==> config.mk <==
export PLATFORM = sky130hd
export DESIGN_NAME = ground_scroll_ctrl_flat
export DESIGN_NICKNAME = d
export VERILOG_FILES = /design/src/rtl/ground_scroll_ctrl_if.sv /design/src/rtl/ground_scroll_ctrl.sv /design/src/flat_wrapper.sv
export SDC_FILE = /design/constraint.sdc
export NUM_CORES = 1
export LEC_CHECK = 0
export ABC_AREA = 1
export CAP_MARGIN = 0
export CORE_MARGIN = 2
export CORE_UTILIZATION = 55
export CTS_BUF_LIST = sky130_fd_sc_hd__clkbuf_4 sky130_fd_sc_hd__clkbuf_8
export DETAILED_ROUTE_END_ITERATION = 10
export GPL_ROUTABILITY_DRIVEN = 1
export MAX_ROUTING_LAYER = met4
export PLACE_DENSITY_LB_ADDON = 0.2
export SLEW_MARGIN = 20
export SYNTH_ARGS = -nofsm -noshare
export SYNTH_HDL_FRONTEND = slang
export SYNTH_SLANG_ARGS = --single-unit
==> constraint.sdc <==
create_clock -name clk -period 5.6 [get_ports clk]
set_clock_uncertainty 0.1 [all_clocks]
set_input_delay 0.56 -clock clk [delete_from_list [all_inputs] [get_ports clk]]
set_output_delay 0.56 -clock clk [all_outputs]
set_load 0.01 [all_outputs]
==> src/rtl/ground_scroll_ctrl_if.sv <==
`default_nettype none
// ============================================================================
// Module   : ground_scroll_ctrl_if
// Brief    : Frame, button and collision inputs plus scroll state outputs of
//            the ground scroll controller.
// Revision : 1.0 - initial release
// ============================================================================
interface ground_scroll_ctrl_if;
  logic        fresh;
  logic        start_btn;
  logic        collision;
  logic        pause;
  logic        game_status;
  logic [3:0]  speed;
  logic [9:0]  ground_position;
  logic [15:0] score;
  logic        frame_tick;

  modport master (
    output fresh, start_btn, collision, pause,
    input  game_status, speed, ground_position, score, frame_tick
  );

  modport slave (
    input  fresh, start_btn, collision, pause,
    output game_status, speed, ground_position, score, frame_tick
  );
endinterface
`default_nettype wire

==> src/rtl/ground_scroll_ctrl.sv <==
`default_nettype none
// ============================================================================
// Module   : ground_scroll_ctrl
// Brief    : IDLE/RUN/DEAD game flow, ground scroll position, speed ramp and
//            score. Define GROUND_PAUSE_EN to add the PAUSE state.
// Revision : 1.0 - initial release
// ============================================================================
module ground_scroll_ctrl #(
  parameter int GROUND_LEN  = 160,
  parameter int SPEED_INIT  = 6,
  parameter int SPEED_MAX   = 12,
  parameter int RAMP_FRAMES = 600,
  parameter int SCORE_DIV   = 6
) (
  input  wire logic            clk,
  input  wire logic            rst,
  ground_scroll_ctrl_if.slave  bus
);

  localparam int RAMP_W  = (RAMP_FRAMES > 1) ? $clog2(RAMP_FRAMES) : 1;
  localparam int SCORE_W = (SCORE_DIV > 1) ? $clog2(SCORE_DIV) : 1;

  localparam logic [10:0]        c_ground_len = 11'(GROUND_LEN);
  localparam logic [3:0]         c_speed_init = 4'(SPEED_INIT);
  localparam logic [3:0]         c_speed_max  = 4'(SPEED_MAX);
  localparam logic [RAMP_W-1:0]  c_ramp_last  = RAMP_W'(RAMP_FRAMES - 1);
  localparam logic [SCORE_W-1:0] c_score_last = SCORE_W'(SCORE_DIV - 1);

  typedef enum logic [1:0] {
    ST_IDLE  = 2'd0,
    ST_RUN   = 2'd1,
`ifdef GROUND_PAUSE_EN
    ST_DEAD  = 2'd2,
    ST_PAUSE = 2'd3
`else
    ST_DEAD  = 2'd2
`endif
  } state_t;

  state_t               r_state;
  logic                 r_game_status;
  logic [3:0]           r_speed;
  logic [9:0]           r_pos;
  logic [15:0]          r_score;
  logic                 r_frame_tick;
  logic                 r_fresh_q;
  logic                 r_start_q;
  logic [RAMP_W-1:0]    r_ramp_cnt;
  logic [SCORE_W-1:0]   r_score_cnt;
`ifdef GROUND_PAUSE_EN
  logic                 r_pause_q;
  logic                 w_pause_rise;
`endif

  logic                 w_start_rise;
  logic [10:0]          w_pos_sum;
  logic [10:0]          w_pos_wrap;

  assign w_start_rise = bus.start_btn & ~r_start_q;
`ifdef GROUND_PAUSE_EN
  assign w_pause_rise = bus.pause & ~r_pause_q;
`endif

  // speed is always below the pattern period, so one conditional subtract wraps
  assign w_pos_sum  = {1'b0, r_pos} + {7'b0, r_speed};
  assign w_pos_wrap = (w_pos_sum >= c_ground_len) ? (w_pos_sum - c_ground_len) : w_pos_sum;

  assign bus.game_status     = r_game_status;
  assign bus.speed           = r_speed;
  assign bus.ground_position = r_pos;
  assign bus.score           = r_score;
  assign bus.frame_tick      = r_frame_tick;

  always_ff @(posedge clk) begin
    if (rst) begin
      r_state       <= ST_IDLE;
      r_game_status <= 1'b0;
      r_speed       <= c_speed_init;
      r_pos         <= 10'd0;
      r_score       <= 16'd0;
      r_frame_tick  <= 1'b0;
      r_fresh_q     <= 1'b1;
      r_start_q     <= 1'b0;
      r_ramp_cnt    <= '0;
      r_score_cnt   <= '0;
`ifdef GROUND_PAUSE_EN
      r_pause_q     <= 1'b0;
`endif
    end else begin
      r_fresh_q    <= bus.fresh;
      r_frame_tick <= r_fresh_q & ~bus.fresh;
      r_start_q    <= bus.start_btn;
`ifdef GROUND_PAUSE_EN
      r_pause_q    <= bus.pause;
`endif

      case (r_state)
        ST_IDLE: begin
          if (bus.start_btn) begin
            r_state       <= ST_RUN;
            r_game_status <= 1'b1;
            r_speed       <= c_speed_init;
            r_score       <= 16'd0;
            r_ramp_cnt    <= '0;
            r_score_cnt   <= '0;
          end
        end

        ST_RUN: begin
          // collision beats a coincident frame tick: no advance, no score
          if (bus.collision) begin
            r_state       <= ST_DEAD;
            r_game_status <= 1'b0;
`ifdef GROUND_PAUSE_EN
          end else if (w_pause_rise) begin
            r_state       <= ST_PAUSE;
            r_game_status <= 1'b0;
`endif
          end else if (r_frame_tick) begin
            r_pos <= w_pos_wrap[9:0];

            if (r_ramp_cnt == c_ramp_last) begin
              r_ramp_cnt <= '0;
              if (r_speed != c_speed_max) begin
                r_speed <= r_speed + 4'd1;
              end
            end else begin
              r_ramp_cnt <= r_ramp_cnt + 1'b1;
            end

            if (r_score_cnt == c_score_last) begin
              r_score_cnt <= '0;
              if (r_score != 16'hFFFF) begin
                r_score <= r_score + 16'd1;
              end
            end else begin
              r_score_cnt <= r_score_cnt + 1'b1;
            end
          end
        end

        ST_DEAD: begin
          // position is intentionally kept so the ground resumes where it died
          if (w_start_rise) begin
            r_state       <= ST_RUN;
            r_game_status <= 1'b1;
            r_speed       <= c_speed_init;
            r_score       <= 16'd0;
            r_ramp_cnt    <= '0;
            r_score_cnt   <= '0;
          end
        end

`ifdef GROUND_PAUSE_EN
        ST_PAUSE: begin
          if (w_pause_rise) begin
            r_state       <= ST_RUN;
            r_game_status <= 1'b1;
          end
        end
`endif

        default: begin
          r_state       <= ST_IDLE;
          r_game_status <= 1'b0;
        end
      endcase
    end
  end

endmodule
`default_nettype wire

==> src/flat_wrapper.sv <==
// flat-port wrapper written by rule: the top's interface ports become plain ports
module ground_scroll_ctrl_flat 
#(
  parameter int GROUND_LEN  = 160,
  parameter int SPEED_INIT  = 6,
  parameter int SPEED_MAX   = 12,
  parameter int RAMP_FRAMES = 600,
  parameter int SCORE_DIV   = 6
)
  (clk, rst, bus_fresh, bus_start_btn, bus_collision, bus_pause, bus_game_status, bus_speed, bus_ground_position, bus_score, bus_frame_tick);
  ground_scroll_ctrl_if bus_i ();
  input  wire logic clk;
  input  wire logic rst;
  input wire logic [$bits(bus_i.fresh)-1:0] bus_fresh;
  input wire logic [$bits(bus_i.start_btn)-1:0] bus_start_btn;
  input wire logic [$bits(bus_i.collision)-1:0] bus_collision;
  input wire logic [$bits(bus_i.pause)-1:0] bus_pause;
  output wire logic [$bits(bus_i.game_status)-1:0] bus_game_status;
  output wire logic [$bits(bus_i.speed)-1:0] bus_speed;
  output wire logic [$bits(bus_i.ground_position)-1:0] bus_ground_position;
  output wire logic [$bits(bus_i.score)-1:0] bus_score;
  output wire logic [$bits(bus_i.frame_tick)-1:0] bus_frame_tick;
  assign bus_i.fresh = bus_fresh;
  assign bus_i.start_btn = bus_start_btn;
  assign bus_i.collision = bus_collision;
  assign bus_i.pause = bus_pause;
  assign bus_game_status = bus_i.game_status;
  assign bus_speed = bus_i.speed;
  assign bus_ground_position = bus_i.ground_position;
  assign bus_score = bus_i.score;
  assign bus_frame_tick = bus_i.frame_tick;
  ground_scroll_ctrl #(.GROUND_LEN(GROUND_LEN), .SPEED_INIT(SPEED_INIT), .SPEED_MAX(SPEED_MAX), .RAMP_FRAMES(RAMP_FRAMES), .SCORE_DIV(SCORE_DIV)) u_core (.clk(clk), .rst(rst), .bus(bus_i));
endmodule
# Yosys cells after proc, flatten, opt, wreduce, memory -nomap -nowiden
# Index checks and enable logic that the tools add are counted.
# W data, S select, Z words.
dict set report totals {
  ff_bits 49
  input_bits 6
  out_inout_bits 32
  word_cells 79
}
dict set report op_classes {
  n_addsub 6
  order_cmp 1
  eq_ne 15
  mux 35
  bitwise_logic 5
  n_reduce_logical 7
}
# cell n
set ops {}
lappend ops {{$mux W16} 6}
lappend ops {{$mux W10} 6}
lappend ops {{$pmux W16 S3} 1}
lappend ops {{$pmux W10 S3} 1}
lappend ops {{$mux W4} 6}
lappend ops {{$add A16 B1 Y16 const B} 1}
lappend ops {{$ne A16 B16 Y1 const B} 1}
lappend ops {{$mux W3} 5}
lappend ops {{$reduce_and A7 Y1} 2}
lappend ops {{$ne A2 B1 Y1 const B} 6}
lappend ops {{$pmux W4 S3} 1}
lappend ops {{$add A10 B4 Y11} 1}
lappend ops {{$ge A11 B8 Y1 const B} 1}
lappend ops {{$add A10 B1 Y10 const B} 1}
lappend ops {{$eq A10 B10 Y1 const B} 1}
lappend ops {{$sub A10 B8 Y10 const B} 1}
lappend ops {{$pmux W3 S3} 1}
lappend ops {{$mux W2} 3}
lappend ops {{$ne A2 B2 Y1 const B} 3}
lappend ops {{$pmux W2 S3} 1}
lappend ops {{$reduce_and A3 Y1} 2}
lappend ops {{$reduce_and A5 Y1} 1}
lappend ops {{$add A4 B1 Y4 const B} 1}
lappend ops {{$ne A4 B4 Y1 const B} 1}
lappend ops {{10 further kinds} 15}

# Depth between registers and ports, before layout
# Gate-level depths: netlist (run 1).
dict set report depth {
  ltp_word 6
  mapped_depth 16
  depth_no_buf 16
}

# Least setup slack after synthesis (run 1)
# No wires, ideal clock.
dict set report synth_timing {
  kind {register to register}
  start {register u_core.r_speed[0] (netlist: u_core.bus.speed[0])}
  end {register u_core.r_pos[6] (netlist: u_core.bus.ground_position[6])}
  setup_ns 0.117
  t_arrival_ns 2.175
  required_ns 5.383
  slack_ns 3.208
  stages_incl_launch_ff 16
  path_buffers 0
  period_less_slack_ns 2.392
  path_cell_list {dfxtp_1 > ha_1 > fa_1 > nand3_2 > nand3_1 > nand2_1 > nand2_1 > nand2_1 > inv_1 > ha_1 > inv_1 > nand3_1 > nand3_1 > nand2_1 > a21oi_1 > nor2_1}
}
dict set report synth_between {
  elab_chain_len 3
  word_cells_on_any_way 4
  cone_classes {add/sub (2); order compare (1); mux (1)}
}
# item line
set synth_rtl {}
lappend synth_rtl {{start: declaration} ground_scroll_ctrl.sv:42} ;# logic [3:0] r_speed;
lappend synth_rtl {{start signal: assignment} ground_scroll_ctrl.sv:78} ;# r_speed <= c_speed_init;
lappend synth_rtl {{start signal: assignment} ground_scroll_ctrl.sv:102} ;# r_speed <= c_speed_init;
lappend synth_rtl {{start signal: assignment} ground_scroll_ctrl.sv:125} ;# r_speed <= r_speed + 4'd1;
lappend synth_rtl {{$add A10 B4 Y11 (*)} ground_scroll_ctrl.sv:65} ;# assign w_pos_sum = {1'b0, r_pos} + {7'b0, r_speed};
lappend synth_rtl {{$sub A10 B8 Y10 or $ge A11 B8 Y1 (tied branches)} ground_scroll_ctrl.sv:66} ;# assign w_pos_wrap = (w_pos_sum >= c_ground_len) ? (w_pos_sum - c_ground_len) : w_pos_sum;
lappend synth_rtl {{$mux W10 (*)} ground_scroll_ctrl.sv:66}
lappend synth_rtl {{end signal: assignment} ground_scroll_ctrl.sv:120} ;# r_pos <= w_pos_wrap[9:0];
lappend synth_rtl {{end: declaration} ground_scroll_ctrl.sv:43} ;# logic [9:0] r_pos;
# Mark *: on every way between the ends. The rest lies on a longest branch, timed or not.
# A chain may end at the register's enable or synchronous reset.

# Worst setup path in the final report (run 1)
dict set report layout_timing {
  start {register u_core.r_speed[0] (netlist: u_core.bus.speed[0])}
  end {register u_core.r_pos[5] (netlist: u_core.bus.ground_position[5])}
}
# Same word-level chain as after synthesis.

==> reports/summary.txt, run 1 <==
fin nets = 452
n_diodes = 0
commonest cells after routing, fill and taps aside = 88 x nand2_1, 48 x inv_1, 48 x dfxtp_1
initial antenna violation count = 0
final setup fails = 0
total CTS buffers = 5
Leak = 1.32 nW
max-cap violation count = 0
synthesized flop and latch total = 48
RSZ-0062 raised after global routing = false
fill cell count = 438
global route overflow = 0
Post-Synth XOR/XNOR Area = 0.0282
area of the core = 4820 um2
cell mode on critical path = nand2_1
Top FF cell, synth = dfxtp_1
Post-Synth Adder-Cell Area = 0.0475
worst vdd ir = 173 uV
CP endpoint kind = flop
CTS max path bufs = 2
Detailed Place HPWL = 4420 um
crit path time final = 2.66 ns
Post-synth ARST share = 0
I/O Pins = 38
Reg2Reg Launch Point = u_core.bus.speed[0]
clock root buffer = clkbuf_8
kind of critical path = reg2reg
largest net degree at the start of global routing = 17
Final ANT Viol Nets = 0
IO Port Bufs = 36
post-cts resize count = 0
crit-path cells = ha_1 > fa_1 > nand3_2 > nand3_1 > nand2_1 > nand2_1 > nand2_1 > inv_1 > ha_1 > inv_1 > nand3_1 > nand3_2 > nand2_1 > nand3_1 > nand2_1 > inv_1
Die ar. = 5660 um2
DIE WIDTH = 75.3 um
Clk Latency, worst-skew pair = 0.30 ns
largest family of logic cells by synthesized area = simple AND/OR/NAND/NOR gates
Max Fclk = 376 MHz
setup tns final = 0 ns
Register Area = 961 um2
H-tree depth = 2
Worst Path Buf+Inv = 3
Synth Net Count = 414
Critical R2R Capture = u_core.bus.ground_position[5]
mux contribution to synthesized area = 0
initial drt markers = 142
hold buffer count at cts = 0
Routed WL per cell = 11.5 um
Req. time, crit path = 5.75 ns
worst-margin pin slew = 0.661 ns
ratio of cells with drive above 1 in the final layout = 0.0961
period utilization = 0.475
Crit path largest cell delay = 0.43 ns
EDFF count, synth = 0
multi-input logic area = 1610 um2
Slowest-stage cell, CP = fa_1
worst relative slew slack = 0.556
Seq/Total Area, Yosys = 0.344
placed cell area = 3210 um2
crit path max fanout = 6
status = finished clean
Critical Path Source Type = flop
Layout area overhead = 18.3%
# Post-CTS Setup Buffers = 0
Worst-path clk slew = 0.09 ns
Die Y = 75.3 um
Slew Limit Fails = 0
first-pass GRT wire length = 9900 um
Reg2Reg Setup Slack = 2.94 ns
pwr dens = 196 nW/um2
Hold WC Path Type = reg2reg
Starting Density = 0.580
final wirelength = 5800 um
CP top delay family = simple AND/OR/NAND/NOR gates
vias in the first global route = 2328
DR vias = 2616
post-synth cell types = 37
Post-Syn Instances = 398
synth warn = 0
commonest non-fill, non-tap cell in the layout = nand2_1
DRC violations left = 0
Reg2Reg Depth = 16
end of the worst hold path = u_core.bus.frame_tick
Syn Area/Cell = 7.02 um2
Worst setup startpoint = u_core.bus.speed[0]
Synth Area in Compound Gates = 0.122
mapped cell area = 2790 um2
design area = 3300 um2
drt first pass iters = 5
Synth Area in Simple Gates = 0.378
Hold Path Depth = 2
vias per cell = 5.19
# rows = 25
global placer's final weighted congestion = 0.886
critical path data arrival time = 2.81 ns
hold_sp = u_core.r_fresh_q
clock sink count = 48
Final Hold Vio Count = 0
CTS tree = yes
Total GRT Usage = 0.228
## logic make-up (layout without fill, tap and decap cells)
family,after synthesis,count (layout)
compound gates,61,61
buf+inv,56,95
simple gates,214,214
xor+xnor,9,9
fa+ha+maj,10,10
flops,48,48
## metal layers
layer  track usage  vias to the layer above  wire [um]
li1              -                     1366          -
met1         0.295                     1183       2760
met2         0.367                       62       2680
met3        0.0455                        5        311
met4        0.0546                        0         44
met5             -                        -          0
## cell usage after synthesis (3+ instances only)
master,number,area (um2)
a211oi_1,4,30.0
a21oi_1,30,150
dfxtp_1,48,961
ha_1,9,113
inv_1,48,180
nand2_1,88,330
nand2_2,7,43.8
nand2_4,4,45.0
nand3_1,25,125
nand3_2,3,30.0
nand3b_1,3,22.5
nand4_1,7,43.8
nor2_1,45,169
nor2_2,4,25.0
nor2_4,3,33.8
nor3_1,13,65.1
o211ai_1,3,22.5
o21a_1,3,22.5
o21ai_0,17,85.1
or2_2,3,18.8
xor2_1,7,61.3
## power by group
group	switching [mW]	internal, mW
sequential	0.00827	0.349
clock	0.116	0.101
combinational	0.0442	0.0281
## worst max-delay path by stage
stage | end | cells past startpoint
CTS | u_core.bus.ground_position[5] | 16
floorplan | u_core.bus.ground_position[6] | 15
finish | u_core.bus.ground_position[5] | 16
detailed placement | u_core.bus.ground_position[5] | 15
global route | u_core.bus.ground_position[5] | 16
global placement | u_core.bus.speed[2] | 6
## layout make-up
cell class | instances | share of cell area
sequential | 48 | 0.291
inverter | 51 | 0.0594
clock buffer | 6 | 0.0250
timing repair buffer | 36 | 0.109
multi-input combinational | 294 | 0.486
tap | 67 | 0.0254
clock inverter | 2 | 0.00417
## metrics by stage
| stage | total power [mW] | hold WS [ns] | std cells | util | setup slack, ns |
|---|---|---|---|---|---|
| after floorplan | 0.414 | 0.292 | 398 | - | 3.21 |
| after global placement | 0.436 | 0.303 | 496 | 0.666 | 2.98 |
| after detailed placement | 0.437 | 0.309 | 496 | 0.666 | 2.98 |
| after CTS | 0.653 | 0.323 | 504 | 0.686 | 2.97 |
| after global routing | 0.675 | 0.360 | 504 | 0.686 | 2.65 |
| final | 0.647 | 0.318 | 504 | 0.686 | 2.94 |
## tightest hold or removal path, cell delays in order, from the launching register on
cell and delay [ns]:
dfxtp_1 0.31, inv_1 0.04, nor2_1 0.04
## flip-flops by register name (all words and copies together), names as in the netlist
register / count
u_core.r_start_q: 1
u_core.bus.frame_tick: 1
u_core.r_fresh_q: 1
u_core.bus.speed: 4
u_core.bus.score: 16
u_core.bus.ground_position: 10
u_core.r_ramp_cnt: 10
u_core.r_state: 2
u_core.r_score_cnt: 3
Note: power is estimated with default switching activity, not from simulation.
==> run 2, diff against run 1 <==
--- a/config.mk
+++ b/config.mk
@@ -8,7 +8,7 @@
 export ABC_AREA = 1
 export CAP_MARGIN = 0
 export CORE_MARGIN = 2
-export CORE_UTILIZATION = 55
+export CORE_UTILIZATION = 51
 export CTS_BUF_LIST = sky130_fd_sc_hd__clkbuf_4 sky130_fd_sc_hd__clkbuf_8
 export DETAILED_ROUTE_END_ITERATION = 10
 export GPL_ROUTABILITY_DRIVEN = 1
==> constraint.sdc (replaced) <==
create_clock -name clk -period 2.15 [get_ports clk]
set_clock_uncertainty 0.1 [all_clocks]
set_input_delay 0.215 -clock clk [delete_from_list [all_inputs] [get_ports clk]]
set_output_delay 0.215 -clock clk [all_outputs]
set_load 0.01 [all_outputs]
==> reports/summary.txt, run 2 (synthesis results as in run 1) <==
hold_ws = 0.321 ns
Max Fclk = 466 MHz
total CTS buffers = 5
max-cap violation count = 0
DR vias = 2761
Die Y = 78 um
n_diodes = 0
final setup margin = 0.00536 ns
Routed WL per cell = 12.2 um
initial drt markers = 175
CTS tree = yes
worst relative slew slack = 0.660
vias per cell = 5.21
CTS max path bufs = 2
drt first pass iters = 4
Total GRT Usage = 0.226
fill cell count = 437
commonest non-fill, non-tap cell in the layout = nand2_1
Leak = 1.47 nW
kind of critical path = reg2reg
pwr dens = 524 nW/um2
worst vdd ir = 482 uV
Final Hold Vio Count = 0
DIE WIDTH = 78 um
crit path max fanout = 4
hold buffer count at cts = 0
worst slack, placed = -0.0488 ns
Post-Place Cells = 519
Tot Pwr = 1.92 mW
ratio of cells with drive above 1 in the final layout = 0.196
vias in the first global route = 2532
commonest cells after routing, fill and taps aside = 80 x nand2_1, 46 x inv_1, 46 x dfxtp_1
H-tree depth = 2
# rows = 26
I/O Pins = 38
Die ar. = 6080 um2
fin cells = 530
period utilization = 0.998
Hold WC Path Type = reg2reg
DRC violations left = 0
Clk Latency, worst-skew pair = 0.30 ns
Critical Path Source Type = flop
area of the core = 5200 um2
worst-margin pin slew = 0.509 ns
Largest register FFs = 16
Starting Density = 0.537
final wirelength = 6480 um
Layout area overhead = 31.4%
Slew Limit Fails = 0
largest net degree at the start of global routing = 17
status = finished clean
CP endpoint kind = flop
crit path time final = 2.14 ns
clock root buffer = clkbuf_8
RSZ-0062 raised after global routing = true
final setup fails = 0
clock sink count = 48
Req. time, crit path = 2.30 ns
multi-input logic area = 1740 um2
global route overflow = 0
first-pass GRT wire length = 11000 um
Final ANT Viol Nets = 0
initial antenna violation count = 0
Detailed Place HPWL = 4800 um
IO Port Bufs = 36
Register Area = 963 um2
critical path data arrival time = 2.30 ns
global placer's final weighted congestion = 0.905
fin nets = 475
Worst-path clk slew = 0.09 ns
fin util = 0.705
-- run 2: changes by cell type in the layout (fill, tap and decap cells not counted), sizes merged --
cell	previous run	this run
buf	0	23
clkbuf	6	5
clkinv	1	0
bufinv	0	2
-- run 2: where the power goes --
group | internal (mW) | switching (mW)
clock network | 0.468 | 0.305
logic | 0.0927 | 0.130
registers | 0.909 | 0.0192
-- run 2: routing by layer --
| layer | GRT usage | up-vias | routed length, um |
|---|---|---|---|
| li1 | - | 1432 | - |
| met1 | 0.281 | 1267 | 3090 |
| met2 | 0.384 | 56 | 3160 |
| met3 | 0.0407 | 6 | 190 |
| met4 | 0.0491 | 0 | 42 |
| met5 | - | - | 0 |
-- run 2: cell type report --
cell class	instances	area share
Clock buffer	5	0.0188
Clock inverter	3	0.0188
Inverter	51	0.0542
Multi-Input combinational cell	294	0.473
Sequential cell	48	0.263
Tap cell	70	0.0239
Timing Repair Buffer	59	0.148
-- run 2: final timing paths --
path | from | endpoint | slack (ns) | cells past startpoint
setup reg to reg | u_core.bus.ground_position[0] | u_core.bus.ground_position[5] | 0.005 | 15
setup / recovery | u_core.bus.ground_position[0] | u_core.bus.ground_position[5] | 0.005 | 15
hold reg to reg | u_core.r_fresh_q | u_core.bus.frame_tick | 0.32 | 2
hold / removal | u_core.r_fresh_q | u_core.bus.frame_tick | 0.32 | 2
-- run 2: what timing repair did --
action | in CTS | in global routing
resized for setup | 10 | 18
setup buffers | 2 | 1
gates cloned | 0 | 0
setup endpoints to repair | 5 | 5
pin swaps | 9 | 9
-- run 2: per-stage QoR --
step | TNS (ns) | instance area [um2]
floorplan | 0 | 2820
global placement | -0.0124 | 3390
detailed placement | -0.110 | 3390
CTS | -0.00734 | 3580
global route | -0.437 | 3670
finish | 0 | 3670
-- run 2: worst max-delay path, cell delays in order, from the launching register on --
cell and delay [ns]:
dfxtp_2 0.35, ha_4 0.16, fa_2 0.36, nand3_4 0.11
nand3_4 0.09, buf_6 0.13, nand2_1 0.06, nand2_1 0.07
nand2_2 0.07, nand2_2 0.06, nor2_4 0.13, buf_6 0.12
nand4_1 0.11, nand3_2 0.09, nand2_1 0.05, inv_1 0.04
==> run 3, diff against run 2 <==
--- a/config.mk
+++ b/config.mk
@@ -7,8 +7,10 @@
 export LEC_CHECK = 0
 export ABC_AREA = 1
 export CAP_MARGIN = 0
+export CELL_PAD_IN_SITES_DETAIL_PLACEMENT = 1
+export CELL_PAD_IN_SITES_GLOBAL_PLACEMENT = 2
 export CORE_MARGIN = 2
-export CORE_UTILIZATION = 51
+export CORE_UTILIZATION = 32
 export CTS_BUF_LIST = sky130_fd_sc_hd__clkbuf_4 sky130_fd_sc_hd__clkbuf_8
 export DETAILED_ROUTE_END_ITERATION = 10
 export GPL_ROUTABILITY_DRIVEN = 1
==> constraint.sdc (replaced) <==
create_clock -name clk -period 2.2 [get_ports clk]
set_clock_uncertainty 0.1 [all_clocks]
set_input_delay 0.22 -clock clk [delete_from_list [all_inputs] [get_ports clk]]
set_output_delay 0.22 -clock clk [all_outputs]
set_load 0.01 [all_outputs]
==> reports/summary.txt, run 3 (synthesis results as in run 1) <==
Crit path largest cell delay = 0.37 ns
area of the core = 8590 um2
crit path time final = 2.21 ns
Max Fclk = 453 MHz
pwr dens = 510 nW/um2
global placer's final weighted congestion = 0.761
worst vdd ir = 343 uV
Final ANT Viol Nets = 0
final wirelength = 7710 um
critical path data arrival time = 2.29 ns
vias per cell = 4.90
Detailed Place HPWL = 5800 um
Clk Latency, worst-skew pair = 0.30 ns
fin cells = 570
period utilization = 1.00
Layout area overhead = 34.2%
commonest cells after routing, fill and taps aside = 81 x nand2_1, 46 x inv_1, 44 x dfxtp_1
H-tree depth = 2
initial antenna violation count = 0
CTS tree = yes
largest net degree at the start of global routing = 17
I/O Pins = 38
failing checks = setup timing
placed cell area = 3450 um2
worst relative slew slack = 0.640
DIE WIDTH = 97.4 um
Hold WC Path Type = reg2reg
RSZ-0062 raised after global routing = true
cell mode on critical path = nand3_4
Worst-path clk slew = 0.10 ns
Slowest-stage cell, CP = fa_2
Post-Place Cells = 560
Reg2Reg Setup Slack = -0.007 ns
CTS max path bufs = 2
max-cap violation count = 0
clock root buffer = clkbuf_8
ratio of cells with drive above 1 in the final layout = 0.208
hold buffer count at cts = 0
Total GRT Usage = 0.170
CP endpoint kind = flop
fin util = 0.436
IO Port Bufs = 36
Die ar. = 9490 um2
Req. time, crit path = 2.28 ns
crit-path cells = ha_4 > fa_2 > nand3_4 > nand3_4 > buf_6 > nand3_1 > nand2_2 > buf_4 > nand3_4 > nand3_4 > buf_4 > nand2_1 > a21oi_1
Critical Path Source Type = flop
vias in the first global route = 2846
final setup fails = 2
kind of critical path = reg2reg
Tot Pwr = 1.91 mW
Final Hold Vio Count = 0
fin nets = 478
CP top delay family = simple AND/OR/NAND/NOR gates
fill cell count = 1081
DR vias = 2792
global route overflow = 0
Routed WL per cell = 13.5 um
drt first pass iters = 4
total CTS buffers = 5
crit path max fanout = 5
initial drt markers = 72
# rows = 34
Starting Density = 0.325
worst-margin pin slew = 0.539 ns
first-pass GRT wire length = 13200 um
commonest non-fill, non-tap cell in the layout = nand2_1
Slew Limit Fails = 0
Worst Path Buf+Inv = 3
clock sink count = 48
Leak = 1.49 nW
n_diodes = 0
DRC violations left = 0
Largest register FFs = 16
final setup margin = -0.00691 ns
status = finished with violations
Die Y = 97.4 um
design area = 3750 um2
## run 3: report_power, final
group | leakage [nW] | switching [mW] | internal, mW
Sequential | 0.391 | 0.0202 | 0.888
Combinational | 1.03 | 0.134 | 0.0949
Clock | 0.0642 | 0.325 | 0.448
Total | 1.49 | 0.479 | 1.43
## run 3: final timing paths
kind | startpoint | end | depth (start not counted)
min | u_core.r_fresh_q | u_core.bus.frame_tick | 2
max | u_core.bus.speed[0] | u_core.bus.ground_position[9] | 13
max reg2reg | u_core.bus.speed[0] | u_core.bus.ground_position[9] | 13
min reg2reg | u_core.r_fresh_q | u_core.bus.frame_tick | 2
## run 3: through the flow
stage	worst slack [ns]	setup TNS [ns]	hold WS, ns
4_1_cts	-0.00924	-0.0170	0.336
3_5_place_dp	-0.0577	-0.175	0.321
5_1_grt	-0.140	-0.378	0.357
6_report	-0.00691	-0.00883	0.329
3_3_place_gp	-0.0125	-0.0170	0.298
2_1_floorplan	0.0232	0	0.198
## run 3: layout make-up
cell class                 count  area (um2)  area share
tap                          108         135      0.0361
sequential                    48         966       0.258
inverter                      51         199      0.0531
timing repair buffer          62         559       0.149
clock buffer                   5        68.8      0.0184
multi-input combinational    294        1760       0.469
clock inverter                 2        60.1      0.0160
## run 3: timing repair
action	in CTS	in global routing
endpoints found under the hold margin	0	0
buffers inserted	2	2
endpoints found under the setup margin	5	5
pin swaps	12	18
gates resized for setup	8	27
## run 3: worst reg2reg max path: stages, from the launching register on
cell	delay, ns
dfxtp_2	0.35
ha_4	0.16
fa_2	0.37
nand3_4	0.11
nand3_4	0.10
buf_6	0.14
nand3_1	0.07
nand2_2	0.07
buf_4	0.15
nand3_4	0.10
nand3_4	0.11
buf_4	0.15
nand2_1	0.05
a21oi_1	0.05
## run 3: metal layers
| layer | global-route usage | wire (um) | up-vias |
|---|---|---|---|
| met5 | - | 0 | - |
| met4 | 0.0321 | 83 | 0 |
| met3 | 0.0259 | 200 | 11 |
| met2 | 0.296 | 3800 | 40 |
| met1 | 0.210 | 3620 | 1317 |
| li1 | - | - | 1424 |
